### src/rtl/frame_timer.sv
// Frame timer: programmable-period frame tick generator with a frame_clk
// divider, a frame counter and a valid/ready handshake with overrun tracking.
module frame_timer #(
    parameter int CLK_HZ  = 1000000,
    parameter int FPS     = 60,
    parameter int DIV_W   = 32,
    parameter int FRAME_W = 32,
    parameter int OVR_W   = 8
) (
    input  logic               clk,
    input  logic               rst,
    input  logic               en,
    input  logic               period_ld,
    input  logic [DIV_W-1:0]   period_in,
    input  logic               frame_ready,
    output logic               tick,
    output logic               frame_clk,
    output logic               frame_valid,
    output logic [FRAME_W-1:0] frame_cnt,
    output logic               overrun,
    output logic [OVR_W-1:0]   ovr_cnt
);

    localparam int               PERIOD      = CLK_HZ / FPS;
    localparam logic [DIV_W-1:0] PERIOD_INIT = DIV_W'(PERIOD);
    localparam logic [DIV_W-1:0] MIN_PERIOD  = DIV_W'(2);

    // Saturating increment: holds at all-ones instead of wrapping.
    function automatic logic [OVR_W-1:0] sat_inc(input logic [OVR_W-1:0] v);
        logic [OVR_W-1:0] r;
        if (v == {OVR_W{1'b1}}) begin
            r = v;
        end else begin
            r = v + OVR_W'(1);
        end
        return r;
    endfunction

    logic [DIV_W-1:0]   period_r, period_nx_s;
    logic [DIV_W-1:0]   cnt_r, cnt_nx_s;
    logic               tick_r, tick_nx_s;
    logic               fclk_r, fclk_nx_s;
    logic               fvalid_r, fvalid_nx_s;
    logic [FRAME_W-1:0] fcnt_r, fcnt_nx_s;
    logic               ovr_r, ovr_nx_s;
    logic [OVR_W-1:0]   ovrcnt_r, ovrcnt_nx_s;
    logic               wrap_s;
    logic               tick_s;

    assign wrap_s = (cnt_r == (period_r - DIV_W'(1)));
    // A period load restarts the frame, so it suppresses a coincident wrap.
    assign tick_s = en & wrap_s & ~period_ld;

    // Period register and cycle counter next-state.
    always_comb begin
        period_nx_s = period_r;
        cnt_nx_s    = cnt_r;
        if (period_ld) begin
            period_nx_s = (period_in < MIN_PERIOD) ? MIN_PERIOD : period_in;
            cnt_nx_s    = '0;
        end else if (en) begin
            if (wrap_s) begin
                cnt_nx_s = '0;
            end else begin
                cnt_nx_s = cnt_r + DIV_W'(1);
            end
        end else begin
            cnt_nx_s = cnt_r;
        end
    end

    // Frame outputs and consumer handshake next-state.
    always_comb begin
        tick_nx_s   = tick_s;
        fclk_nx_s   = fclk_r;
        fvalid_nx_s = fvalid_r;
        fcnt_nx_s   = fcnt_r;
        ovr_nx_s    = 1'b0;
        ovrcnt_nx_s = ovrcnt_r;
        if (tick_s) begin
            fclk_nx_s   = ~fclk_r;
            fcnt_nx_s   = fcnt_r + FRAME_W'(1);
            fvalid_nx_s = 1'b1;
            ovr_nx_s    = fvalid_r & ~frame_ready;
            if (fvalid_r & ~frame_ready) begin
                ovrcnt_nx_s = sat_inc(ovrcnt_r);
            end else begin
                ovrcnt_nx_s = ovrcnt_r;
            end
        end else begin
            if (fvalid_r & frame_ready) begin
                fvalid_nx_s = 1'b0;
            end else begin
                fvalid_nx_s = fvalid_r;
            end
        end
    end

    // State registers with synchronous reset.
    always_ff @(posedge clk) begin
        if (rst) begin
            period_r <= PERIOD_INIT;
            cnt_r    <= '0;
            tick_r   <= 1'b0;
            fclk_r   <= 1'b0;
            fvalid_r <= 1'b0;
            fcnt_r   <= '0;
            ovr_r    <= 1'b0;
            ovrcnt_r <= '0;
        end else begin
            period_r <= period_nx_s;
            cnt_r    <= cnt_nx_s;
            tick_r   <= tick_nx_s;
            fclk_r   <= fclk_nx_s;
            fvalid_r <= fvalid_nx_s;
            fcnt_r   <= fcnt_nx_s;
            ovr_r    <= ovr_nx_s;
            ovrcnt_r <= ovrcnt_nx_s;
        end
    end

    assign tick        = tick_r;
    assign frame_clk   = fclk_r;
    assign frame_valid = fvalid_r;
    assign frame_cnt   = fcnt_r;
    assign overrun     = ovr_r;
    assign ovr_cnt     = ovrcnt_r;

endmodule

### config.mk
export PLATFORM = sky130hd
export DESIGN_NAME = frame_timer
export DESIGN_NICKNAME = d
export VERILOG_FILES = /design/src/rtl/frame_timer.sv
export SDC_FILE = /design/constraint.sdc
export NUM_CORES = 1
export LEC_CHECK = 0
export CORE_ASPECT_RATIO = 0.75
export CORE_MARGIN = 4
export CORE_UTILIZATION = 51
export CTS_BUF_LIST = sky130_fd_sc_hd__clkbuf_4 sky130_fd_sc_hd__clkbuf_8
export DETAILED_ROUTE_END_ITERATION = 12
export PLACE_DENSITY = 0.74
export SLEW_MARGIN = 15
export SYNTH_ARGS = -nofsm -noshare
export SYNTH_HDL_FRONTEND = slang
export SYNTH_SLANG_ARGS = --single-unit
### constraint.sdc
create_clock -name clk -period 6.75 [get_ports clk]
set_input_delay 0.675 -clock clk [delete_from_list [all_inputs] [get_ports clk]]
set_output_delay 0.675 -clock clk [all_outputs]
set_load 0.01 [all_outputs]
Word-level counts from Yosys, hierarchy flattened
Index checks and enable logic that the tools add are counted.
- equality and inequality tests: 2
- muxes and demuxes: 4
- bitwise operators: 9
- $lt $le $gt $ge: 1
- $add $sub $neg: 4
- reduce and logical (&&, ||, !) cells: 4
- operator list (cell ; number):
    $add 32x1->32 const B ; 2
    $mux 32 ; 2
    $eq 32x32->1 ; 1
    $lt 32x2->1 const B ; 1
    $sub 32x1->32 const B ; 1
    $add 8x1->8 const B ; 1
    $eq 8x8->1 const B ; 1
    $not 1->1 ; 5
    $and 1x1->1 ; 4
    $reduce_or 2->1 ; 2
    $reduce_and 3->1 ; 1
    $mux 1 ; 2
    $reduce_bool 2->1 ; 1
- register bits after elaboration: 108
- input port bits: 37

Depth between registers and ports, before layout
Gate-level depths: netlist of run 1.
- depth after elaboration: 6
- mapped depth: 12

Worst setup path before layout of run 1
OpenSTA, ideal clock, no wires.
- kind: reg-to-reg
- from: reg period_r[4]
- to: reg fcnt_r[21] (netlist: frame_cnt[21])
- stages on the path, launching flop included: 13
- data required time: 6.627 ns
- data arrival time: 3.616 ns
- path buffers: 3
- clock period less this slack: 3.739 ns
- setup time: 0.123 ns
- path slack: 3.011 ns
- cell sequence: dfxtp_1 -> buf_2 -> or4_1 -> clkbuf_1 -> or4_4 -> or3_4 -> mux2i_1 -> mux2_2 -> or4_1 -> nor2_4 -> buf_4 -> nand3_1 -> mux2_1
- word-level cells in the longest chain between the ends: 4
- ends and longest elaborated chain (what ; line ; text):
    from (decl) ; 39 ; logic [DIV_W-1:0] period_r, period_nx_s;
    from (signal assigned) ; 111 ; period_r <= period_nx_s;
    $sub 32x1->32 ; 50 ; assign wrap_s = (cnt_r == (period_r - DIV_W'(1)));
    $eq 32x32->1 ; 50 ;
    $and 1x1->1 (2 in series) ; 52 ; assign tick_s = en & wrap_s & ~period_ld;
    to (signal assigned) ; 116 ; fcnt_r <= fcnt_nx_s;
    to (decl) ; 44 ; logic [FRAME_W-1:0] fcnt_r, fcnt_nx_s;
Every way passes these cells.
A chain may end at the register's enable or synchronous reset.

Final worst setup path of run 1
- from: reg period_r[4]
- to: reg cnt_r[17]
- word-level cells in the longest chain between the ends: 3
- ends and longest elaborated chain (what ; line ; text):
    $sub 32x1->32 ; 50 ;
    $eq 32x32->1 ; 50 ;
    $mux 32 ; 62 ; if (wrap_s) begin
    to (signal assigned) ; 112 ; cnt_r <= cnt_nx_s;
    to (decl) ; 40 ; logic [DIV_W-1:0] cnt_r, cnt_nx_s;
Every way passes these cells.

==> results.sh, run 1 <==
export IMPL_synth_top_family_by_area="simple AND/OR/NAND/NOR gates"
export IMPL_crit_required_ns=6.97
export IMPL_ys_seq_area_share_pct=35.98
export IMPL_grt_max_degree=62
export IMPL_ant_nets=0
export IMPL_yosysWarningCount=0
export IMPL_grt_overflow_total=0
export IMPL_clk_pin_slew_ns=0.10
export IMPL_drc=0
export IMPL_clk_path_buf_depth=2
export IMPL_io_pins=81
export IMPL_routed_via_density=5.726
export IMPL_start_kind="flop"
export IMPL_synth_async_sr_flop_share_pct=0
export IMPL_port_buffers=80
export IMPL_place_detailed_hpwl_um=11310
export IMPL_dr_pass1_iters=5
export IMPL_rsz0062_at_grt="false"
export IMPL_cts_sinks=108
export IMPL_diodes=0
export IMPL_fmax_ghz=0.2249
export IMPL_vias=5394
export IMPL_synth_compound_area_share_pct=7.100
export IMPL_syn_nets=766
export IMPL_grt_pass1_wl_um=24570
export IMPL_drtIter0Drc=616
export IMPL_grtUsageTotal_pct=22.11
export IMPL_hold_viol_final=0
export IMPL_crit_fanout=31
export IMPL_synth_fa_ha_area_share_pct=0.8328
export IMPL_drive_gt1_share_pct=4.359
export IMPL_synth_simple_area_share_pct=31.63
export IMPL_pre_cts_ws_ns=2.372
export IMPL_wl_per_cell_um=16.20
export IMPL_cap_violations=0
export IMPL_antenna_found_initial=0
export IMPL_syn_cell_area_mm2=0.006010
export IMPL_irDropWorstVdd_mv=0.1465
export IMPL_setup_ws_ns=2.303
export IMPL_fin_nets=816
export IMPL_critPathCaptureType="flop"
export IMPL_ys_seq_elements=108
export IMPL_status="finished clean"
export IMPL_critPathKind="reg -> reg"
export IMPL_p_sw_share_pct=24.24
export IMPL_synth_top_cell_area_share_pct=35.98
export IMPL_ctsResizeCount=0
export IMPL_slew_viol_final=0
export IMPL_avgSynthCellArea_um2=8.289
export IMPL_start_util_pct=51.94
export IMPL_final_setup_tns_ns=0
export IMPL_synth_edf_count=0
export IMPL_ctsHoldBuffers=0
export IMPL_relSlewSlack_pct=27.25
export IMPL_seqPwrFrac_pct=53.6
export IMPL_htree_num_levels=3
export IMPL_synth_xor_area_share_pct=10.78
export IMPL_synth_mux_area_share_pct=9.994
export IMPL_die_w_um=133.3
export IMPL_post_cts_buffers=0
export IMPL_yosysUniqueCellTypes=54
export IMPL_first_global_vias=4756
export IMPL_globalplace_congestion=0.9565
export IMPL_drt_wl_total_um=15260
export IMPL_syn_to_final_growth_pct=17.55
export IMPL_finalCritPeriodShare_pct=65.88
export IMPL_synthFlopType="dfxtp_1"
export IMPL_power_mw=1.248
export IMPL_rows=34
export IMPL_hold_path_class="reg -> reg"
export IMPL_clock_skew_final_ns=0.01573
export IMPL_cts_tree="yes"
export IMPL_combPwrFrac_pct=9.9
export IMPL_finalSetupViolations=0
export IMPL_p_clk_share_pct=36.5
export IMPL_die_h_um=102.0
export IMPL_power_internal_uw=945.5
export IMPL_cts_made_buffers=9
export IMPL_fin_util_pct=61.05
export IMPL_yosys_top_cells_area="dfxtp_1 (36%), nor2_1 (7.5%), xnor2_1 (5.8%)"
export IMPL_postSynthCellCount=725
export IMPL_clkLatencyLatePin_ns=0.38
export IMPL_critPathArrivalTime_ns=4.66
export IMPL_cts_root_buf="clkbuf_8"
export IMPL_yosys_area_top_type="dfxtp_1"
export IMPL_dieArea_mm2=0.01360
export IMPL_cellPowerDensity_mw_per_mm2=176.7
export IMPL_tightest_slew_ns=1.091
export IMPL_finalCriticalPeriod_ns=4.447
export IMPL_core_area_mm2=0.01157
export IMPL_netSwitchingPower_uw=302.6
export IMPL_power_leakage_nw=2.555
-- cell families after synthesis --
| group | Yosys count |
|---|---|
| mux | 57 |
| fa+ha+maj | 4 |
| compound gates | 63 |
| xor+xnor | 74 |
| flops | 108 |
| buf+inv | 52 |
| simple gates | 367 |
-- power groups by stage --
stage               Clock, mW  Combinational, mW  Sequential (mW)
CTS                     0.465              0.122            0.668
global placement            0              0.118            0.682
finish                  0.456              0.123            0.669
global route            0.486              0.135            0.671
floorplan                   0             0.0854            0.674
detailed placement          0              0.121            0.683
-- stage by stage --
step	hold WS (ns)	cell area (um^2)	instances
floorplan	0.4819	6010	725
global placement	0.4861	6829	926
detailed placement	0.5063	6829	926
CTS	0.5202	7064	942
global route	0.5399	7064	942
finish	0.5174	7064	942
-- path summary, 6_finish.rpt --
kind | from | endpoint | slack [ns] | depth (start not counted)
worst max register to register | period_r[4] | cnt_r[17] | 2.30 | 9
worst max-delay path | period_r[4] | cnt_r[17] | 2.30 | 9
worst min-delay path | ovr_cnt[7] | ovr_cnt[7] | 0.52 | 2
worst min register to register | ovr_cnt[7] | ovr_cnt[7] | 0.52 | 2
-- state kept, by name, summed over array words and instances (netlist names) --
register / flops
ovr_cnt: 8
period_r: 32
frame_clk: 1
frame_valid: 1
overrun: 1
frame_cnt: 32
cnt_r: 32
tick: 1
-- cells in the mapped netlist (all sizes together) (2+ instances only) --
cell	number
inv	10
clkbuf	25
or3	13
nand2	39
o32ai	2
nor3b	5
nand4	27
nor3	17
dfxtp	108
and2	5
mux2	24
a211o	5
mux2i	33
xnor2	40
ha	4
nor4	24
nor2b	32
nand3	32
o31ai	4
o211ai	3
nand2b	9
and3	22
buf	17
or4	14
o21ai	9
a31o	7
xor2	34
a21oi	20
nor2	121
a211oi	2
o22ai	3
-- critical path, stage by stage (launching register included) --
cell      delay (ns)
dfxtp_1         0.39
or4_1           0.69
or4_4           0.57
nor4_1          0.31
mux2i_1         0.31
nand2_1         0.07
or4_1           0.50
nor4bb_1        0.39
a211o_1         0.91
nor2_1          0.15
-- per-layer routing --
layer / up-vias / track usage (%) / wire length [um]
li1: 2648 / - / -
met1: 2562 / 33.22 / 7570
met2: 167 / 32.68 / 6517
met3: 17 / 4.675 / 993
met4: 0 / 4.901 / 174
met5: - / 0 / 0
-- layout make-up --
cell class	instances	area (um^2)
fillers	1014	4507
multi-input cells	565	3626
flip-flops and latches	108	2162
repair buffers	81	800.8
well taps	162	202.7
clock buffers	13	166.4
clock inverters	3	68.82
inverters	10	37.54
-- cell usage in the layout (no fill, tap or decap), types with 4 or more instances in the layout --
| cell | netlist | final |
|---|---|---|
| a211o_1 | 5 | 5 |
| a21oi_1 | 20 | 20 |
| a31o_2 | 7 | 7 |
| and2_1 | 5 | 5 |
| and3_1 | 22 | 22 |
| clkbuf_8 | 0 | 11 |
| clkdlybuf4s50_1 | 0 | 78 |
| dfxtp_1 | 108 | 108 |
| ha_1 | 4 | 4 |
| inv_1 | 10 | 10 |
| mux2_1 | 23 | 23 |
| mux2i_1 | 33 | 33 |
| nand2_1 | 39 | 39 |
| nand2b_1 | 9 | 9 |
| nand3_1 | 32 | 32 |
| nand4_1 | 27 | 27 |
| nor2_1 | 120 | 120 |
| nor2b_1 | 32 | 32 |
| nor3_1 | 17 | 17 |
| nor3b_1 | 4 | 4 |
| nor4_1 | 24 | 24 |
| o21ai_0 | 9 | 9 |
| o31ai_1 | 4 | 4 |
| or3_1 | 12 | 12 |
| or4_1 | 12 | 12 |
| xnor2_1 | 40 | 40 |
| xor2_1 | 34 | 34 |
Power figures use the tool's default switching activity.
==> run 2, diff against run 1 <==
Settings changed: PLACE_DENSITY 0.74 to 0.77.
Clock period 6.75 ns to 3.8 ns, I/O delays scaled along.
==> results.sh, run 2 (synthesized netlist as in run 1, its figures left out) <==
export IMPL_status="finished, violations left"
export IMPL_violations="setup timing"
export IMPL_final_common_cell="nor2_1"
export IMPL_slew_viol_final=0
export IMPL_crit_path_max_incr_delay_ns=0.58
export IMPL_rr_startpoint="period_r[4]"
export IMPL_ant_nets=0
export IMPL_combPwrFrac_pct=12.1
export IMPL_dpl_cell_count=953
export IMPL_critPathCaptureType="flop"
export IMPL_endpoint="frame_cnt[10]"
export IMPL_finalCritPeriodShare_pct=100.5
export IMPL_htree_num_levels=3
export IMPL_io_pins=81
export IMPL_pre_cts_ws_ns=0.02518
export IMPL_grt_overflow_total=0
export IMPL_clock_skew_final_ns=0.01382
export IMPL_clkLatencyLatePin_ns=0.38
export IMPL_cts_root_buf="clkbuf_8"
export IMPL_relSlewSlack_pct=43.87
export IMPL_final_setup_tns_ns=-0.02677
export IMPL_drt_wl_total_um=16430
export IMPL_first_global_vias=5023
export IMPL_drc=0
export IMPL_ctsHoldBuffers=0
export IMPL_setup_ws_ns=-0.01884
export IMPL_reg2reg_depth=10
export IMPL_crit_family="simple AND/OR/NAND/NOR gates"
export IMPL_postPlaceCellArea_mm2=0.007057
export IMPL_crit_required_ns=4.07
export IMPL_port_buffers=80
export IMPL_core_area_mm2=0.01157
export IMPL_multiInputGateArea_mm2=0.003815
export IMPL_place_detailed_hpwl_um=11850
export IMPL_start_kind="flop"
export IMPL_path_cells="or4_4, or4_4, or3_4, mux2i_1, mux2_4, or4_4, nor2_4, clkbuf_16, nand4_1, mux2_4"
export IMPL_p_clk_share_pct=33.8
export IMPL_regArea_mm2=0.002166
export IMPL_tightest_slew_ns=0.8388
export IMPL_hold_viol_final=0
export IMPL_irDropWorstVdd_mv=0.1956
export IMPL_vias=5626
export IMPL_drive_gt1_share_pct=13.13
export IMPL_die_h_um=102.0
export IMPL_layout_common_cells="nor2_1 (120), dfxtp_1 (105), clkdlybuf4s50_1 (78)"
export IMPL_reg2reg_slack_ns=-0.02
export IMPL_fin_util_pct=65.32
export IMPL_routed_via_density=5.758
export IMPL_finalCriticalPeriod_ns=3.819
export IMPL_final_area_mm2=0.007559
export IMPL_critPathKind="reg -> reg"
export IMPL_fill_cells=982
export IMPL_rows=34
export IMPL_critPathBufInv=1
export IMPL_netSwitchingPower_uw=553.8
export IMPL_antenna_found_initial=0
export IMPL_critPathArrivalTime_ns=4.09
export IMPL_start_util_pct=51.94
export IMPL_clk_pin_slew_ns=0.10
export IMPL_layout_cells_non_filler=977
export IMPL_finalSetupViolations=3
export IMPL_whs_ns=0.5216
export IMPL_r2r_end="frame_cnt[10]"
export IMPL_crit_fanout=7
export IMPL_wl_per_cell_um=16.82
export IMPL_crit_cells=10
export IMPL_critPathSlowestCell="or4_4"
export IMPL_globalplace_congestion=0.9732
export IMPL_power_leakage_nw=2.801
export IMPL_drtIter0Drc=499
export IMPL_clk_path_buf_depth=2
export IMPL_grt_pass1_wl_um=25250
export IMPL_seqPwrFrac_pct=54.1
export IMPL_rsz0062_at_grt="true"
export IMPL_startpoint="period_r[4]"
export IMPL_die_w_um=133.3
export IMPL_grt_max_degree=88
export IMPL_cellPowerDensity_mw_per_mm2=288.7
export IMPL_cts_sinks=108
export IMPL_cp_common_cell="or4_4"
export IMPL_power_internal_mw=1.628
export IMPL_power_mw=2.182
export IMPL_grtUsageTotal_pct=22.75
export IMPL_fmax_ghz=0.2619
export IMPL_cts_made_buffers=9
export IMPL_cap_violations=0
export IMPL_hold_path_class="reg -> reg"
export IMPL_dr_pass1_iters=5
export IMPL_cts_tree="yes"
export IMPL_syn_to_final_growth_pct=25.78
export IMPL_dieArea_mm2=0.01360
export IMPL_fin_nets=851
export IMPL_diodes=0
export IMPL_p_sw_share_pct=25.38
==> run 2: changes by cell type in the layout (fill, tap and decap cells not counted), moves of 3 or more <==
cell and delta:
buf_4 +29, mux2_4 +18, mux2_1 -17, or4_1 -6, or4_4 +6, nand3_1 -4, dfxtp_1 -3, dfxtp_2 +3
nor4_1 -3
==> run 2: routing by layer <==
layer  vias up  global-route usage [%]  part of all wire [%]
li1       2722                       -                     -
met1      2721                   32.78                    47
met2       171                   35.53                    46
met3        12                   5.315                   6.7
met4         0                   3.953                  0.80
met5         -                       0                     0
==> run 2: worst min-delay path by stage <==
stage | to | slack [ns] | start | depth (start not counted)
final | ovr_cnt[5] | 0.52 | ovr_cnt[5] | 2
after global routing | frame_clk | 0.57 | frame_clk | 2
after CTS | ovr_cnt[5] | 0.52 | ovr_cnt[5] | 2
after detailed placement | ovr_cnt[5] | 0.51 | ovr_cnt[5] | 2
after global placement | ovr_cnt[7] | 0.49 | ovr_cnt[7] | 2
after floorplan | period_r[31] | 0.48 | period_r[31] | 2
==> run 2: cell type report <==
cell class / instances / area share, %
clock buffers: 12 / 2.102
clock inverters: 4 / 0.6290
multi-input cells: 565 / 50.47
inverters: 10 / 0.4966
well taps: 162 / 2.682
flip-flops and latches: 108 / 28.65
repair buffers: 116 / 14.96
==> run 2: power by group through the flow <==
stage          Clock (mW)  Sequential (mW)  Combinational, mW
2_1_floorplan           0             1.20              0.152
3_3_place_gp            0             1.20              0.239
3_5_place_dp            0             1.20              0.248
4_1_cts             0.750             1.18              0.249
5_1_grt             0.803             1.18              0.288
6_report            0.737             1.18              0.264
==> run 2: what timing repair did <==
action	4_1_cts	5_1_grt
setup buffers	0	6
pin swaps	0	4
endpoints found under the setup margin	1	58
gates resized for setup	1	46
cloned	0	2
==> run 2: tightest hold or removal path: stages (launching register included) <==
cell,delay [ns]
dfxtp_1,0.35
o31ai_1,0.07
a21oi_1,0.06
==> run 3, diff against run 2 <==
Settings changed: CORE_ASPECT_RATIO 0.75 to 1.25, CORE_UTILIZATION 51 to 40, PLACE_DENSITY 0.77 to 0.6.
Clock period 3.8 ns to 3.54 ns, I/O delays scaled along.
==> results.sh, run 3 (synthesized netlist as in run 1, its figures left out) <==
export IMPL_cts_made_buffers=9
export IMPL_p_sw_share_pct=25.04
export IMPL_start_util_pct=41.19
export IMPL_core_area_mm2=0.01459
export IMPL_finalSetupViolations=11
export IMPL_cts_tree="yes"
export IMPL_finalCriticalPeriod_ns=3.558
export IMPL_start_kind="flop"
export IMPL_antenna_found_initial=0
export IMPL_worstHoldPathCells=2
export IMPL_violations="setup timing"
export IMPL_reg2reg_depth=11
export IMPL_drt_wl_total_um=16320
export IMPL_crit_required_ns=3.82
export IMPL_critPathCaptureType="flop"
export IMPL_finalCritPeriodShare_pct=100.5
export IMPL_clock_skew_final_ns=0.01781
export IMPL_slew_viol_final=0
export IMPL_layout_common_cells="nor2_1 (120), dfxtp_1 (106), clkdlybuf4s50_1 (78)"
export IMPL_first_global_vias=5341
export IMPL_io_pins=81
export IMPL_power_mw=2.393
export IMPL_cellPowerDensity_mw_per_mm2=307.7
export IMPL_die_w_um=117.6
export IMPL_cap_violations=0
export IMPL_setup_ws_ns=-0.01758
export IMPL_drc=0
export IMPL_grtUsageTotal_pct=18.48
export IMPL_drtIter0Drc=280
export IMPL_critPathArrivalTime_ns=3.84
export IMPL_tightest_slew_ns=1.082
export IMPL_combPwrFrac_pct=13.1
export IMPL_vias=5457
export IMPL_final_common_cell="nor2_1"
export IMPL_rows=49
export IMPL_drive_gt1_share_pct=15.36
export IMPL_fmax_ghz=0.2811
export IMPL_dieArea_mm2=0.01706
export IMPL_routed_via_density=5.361
export IMPL_globalplace_congestion=0.8906
export IMPL_status="finished, violations left"
export IMPL_hold_path_class="reg -> reg"
export IMPL_final_setup_tns_ns=-0.06875
export IMPL_die_h_um=145.0
export IMPL_crit_fanout=8
export IMPL_power_internal_mw=1.794
export IMPL_ant_nets=0
export IMPL_grt_pass1_wl_um=26050
export IMPL_rsz0062_at_grt="true"
export IMPL_netSwitchingPower_uw=599.3
export IMPL_relSlewSlack_pct=27.85
export IMPL_p_clk_share_pct=34.3
export IMPL_cts_sinks=108
export IMPL_grt_max_degree=110
export IMPL_clk_path_buf_depth=2
export IMPL_ctsHoldBuffers=0
export IMPL_clk_pin_slew_ns=0.11
export IMPL_cts_root_buf="clkbuf_8"
export IMPL_clkLatencyLatePin_ns=0.40
export IMPL_wl_per_cell_um=16.03
export IMPL_power_leakage_nw=2.942
export IMPL_place_detailed_hpwl_um=11910
export IMPL_seqPwrFrac_pct=52.6
export IMPL_diodes=0
export IMPL_irDropWorstVdd_mv=0.2105
export IMPL_htree_num_levels=3
export IMPL_critPathKind="reg -> reg"
export IMPL_syn_to_final_growth_pct=29.44
export IMPL_dr_pass1_iters=4
export IMPL_fin_nets=877
export IMPL_port_buffers=80
export IMPL_hold_viol_final=0
export IMPL_whs_ns=0.5226
export IMPL_grt_overflow_total=0
-- run 3: cell count changes in the layout (fill, tap and decap cells not counted), moves of 2 or more --
cell / change
mux2_4: -5
nor4_2: +2
nand3_1: +3
buf_4: +24
nor4_1: -2
clkbuf_8: -2
nand3_4: -2
mux2_1: +5
-- run 3: layout make-up --
class	count	area [um^2]
clock buffer	10	131.4
clock inverter	5	77.57
fill	1379	6813
inverter	10	37.54
multi-input combinational	565	3800
sequential	108	2165
tap	178	222.7
timing repair buffer	142	1345
-- run 3: power by group through the flow --
stage	Sequential, mW	Clock, mW	Combinational [mW]
6_report	1.26	0.820	0.314
3_5_place_dp	1.29	0	0.294
5_1_grt	1.26	0.890	0.342
2_1_floorplan	1.29	0	0.166
4_1_cts	1.26	0.853	0.303
3_3_place_gp	1.28	0	0.289
-- run 3: worst max-delay path, stage by stage, from the launching register on --
cell and delay, ns:
dfxtp_2 0.33, or4_4 0.54, or4_4 0.58, or3_4 0.36, mux2i_1 0.12, mux2_4 0.27, or4_4 0.44, nor2_4 0.13
buf_4 0.13, buf_12 0.11, nand4_1 0.12, mux2_4 0.32
-- run 3: metal layers --
| layer | routed length [um] | up-vias | track usage [%] |
|---|---|---|---|
| met1 | 6922 | 2576 | 21.01 |
| met3 | 511 | 19 | 3.464 |
| met5 | 0 | - | 0 |
| li1 | - | 2766 | - |
| met2 | 8600 | 96 | 34.50 |
| met4 | 286 | 0 | 6.158 |
-- run 3: metrics by stage --
stage	cells	setup WS, ns	instance area (um^2)	utilization, %
6_report	1018	-0.01758	7779	53.31
5_1_grt	1018	-0.1730	7779	53.31
4_1_cts	1013	-0.01552	7620	52.22
3_5_place_dp	993	-0.08198	7268	49.81
3_3_place_gp	993	-0.05820	7268	49.81
2_1_floorplan	725	-0.08663	6038	-
-- run 3: final timing paths --
check / startpoint / to / slack (ns)
min: ovr_cnt[7] / ovr_cnt[7] / 0.52
min reg2reg: ovr_cnt[7] / ovr_cnt[7] / 0.52
max: period_r[8] / frame_cnt[18] / -0.02
max reg2reg: period_r[8] / frame_cnt[18] / -0.02
-- run 3: timing repair --
action                     4_1_cts  5_1_grt
setup buffers                    3        5
resized for setup               16       31
pin swaps                        5        2
setup endpoints to repair       63       69
gates cloned                     2        1
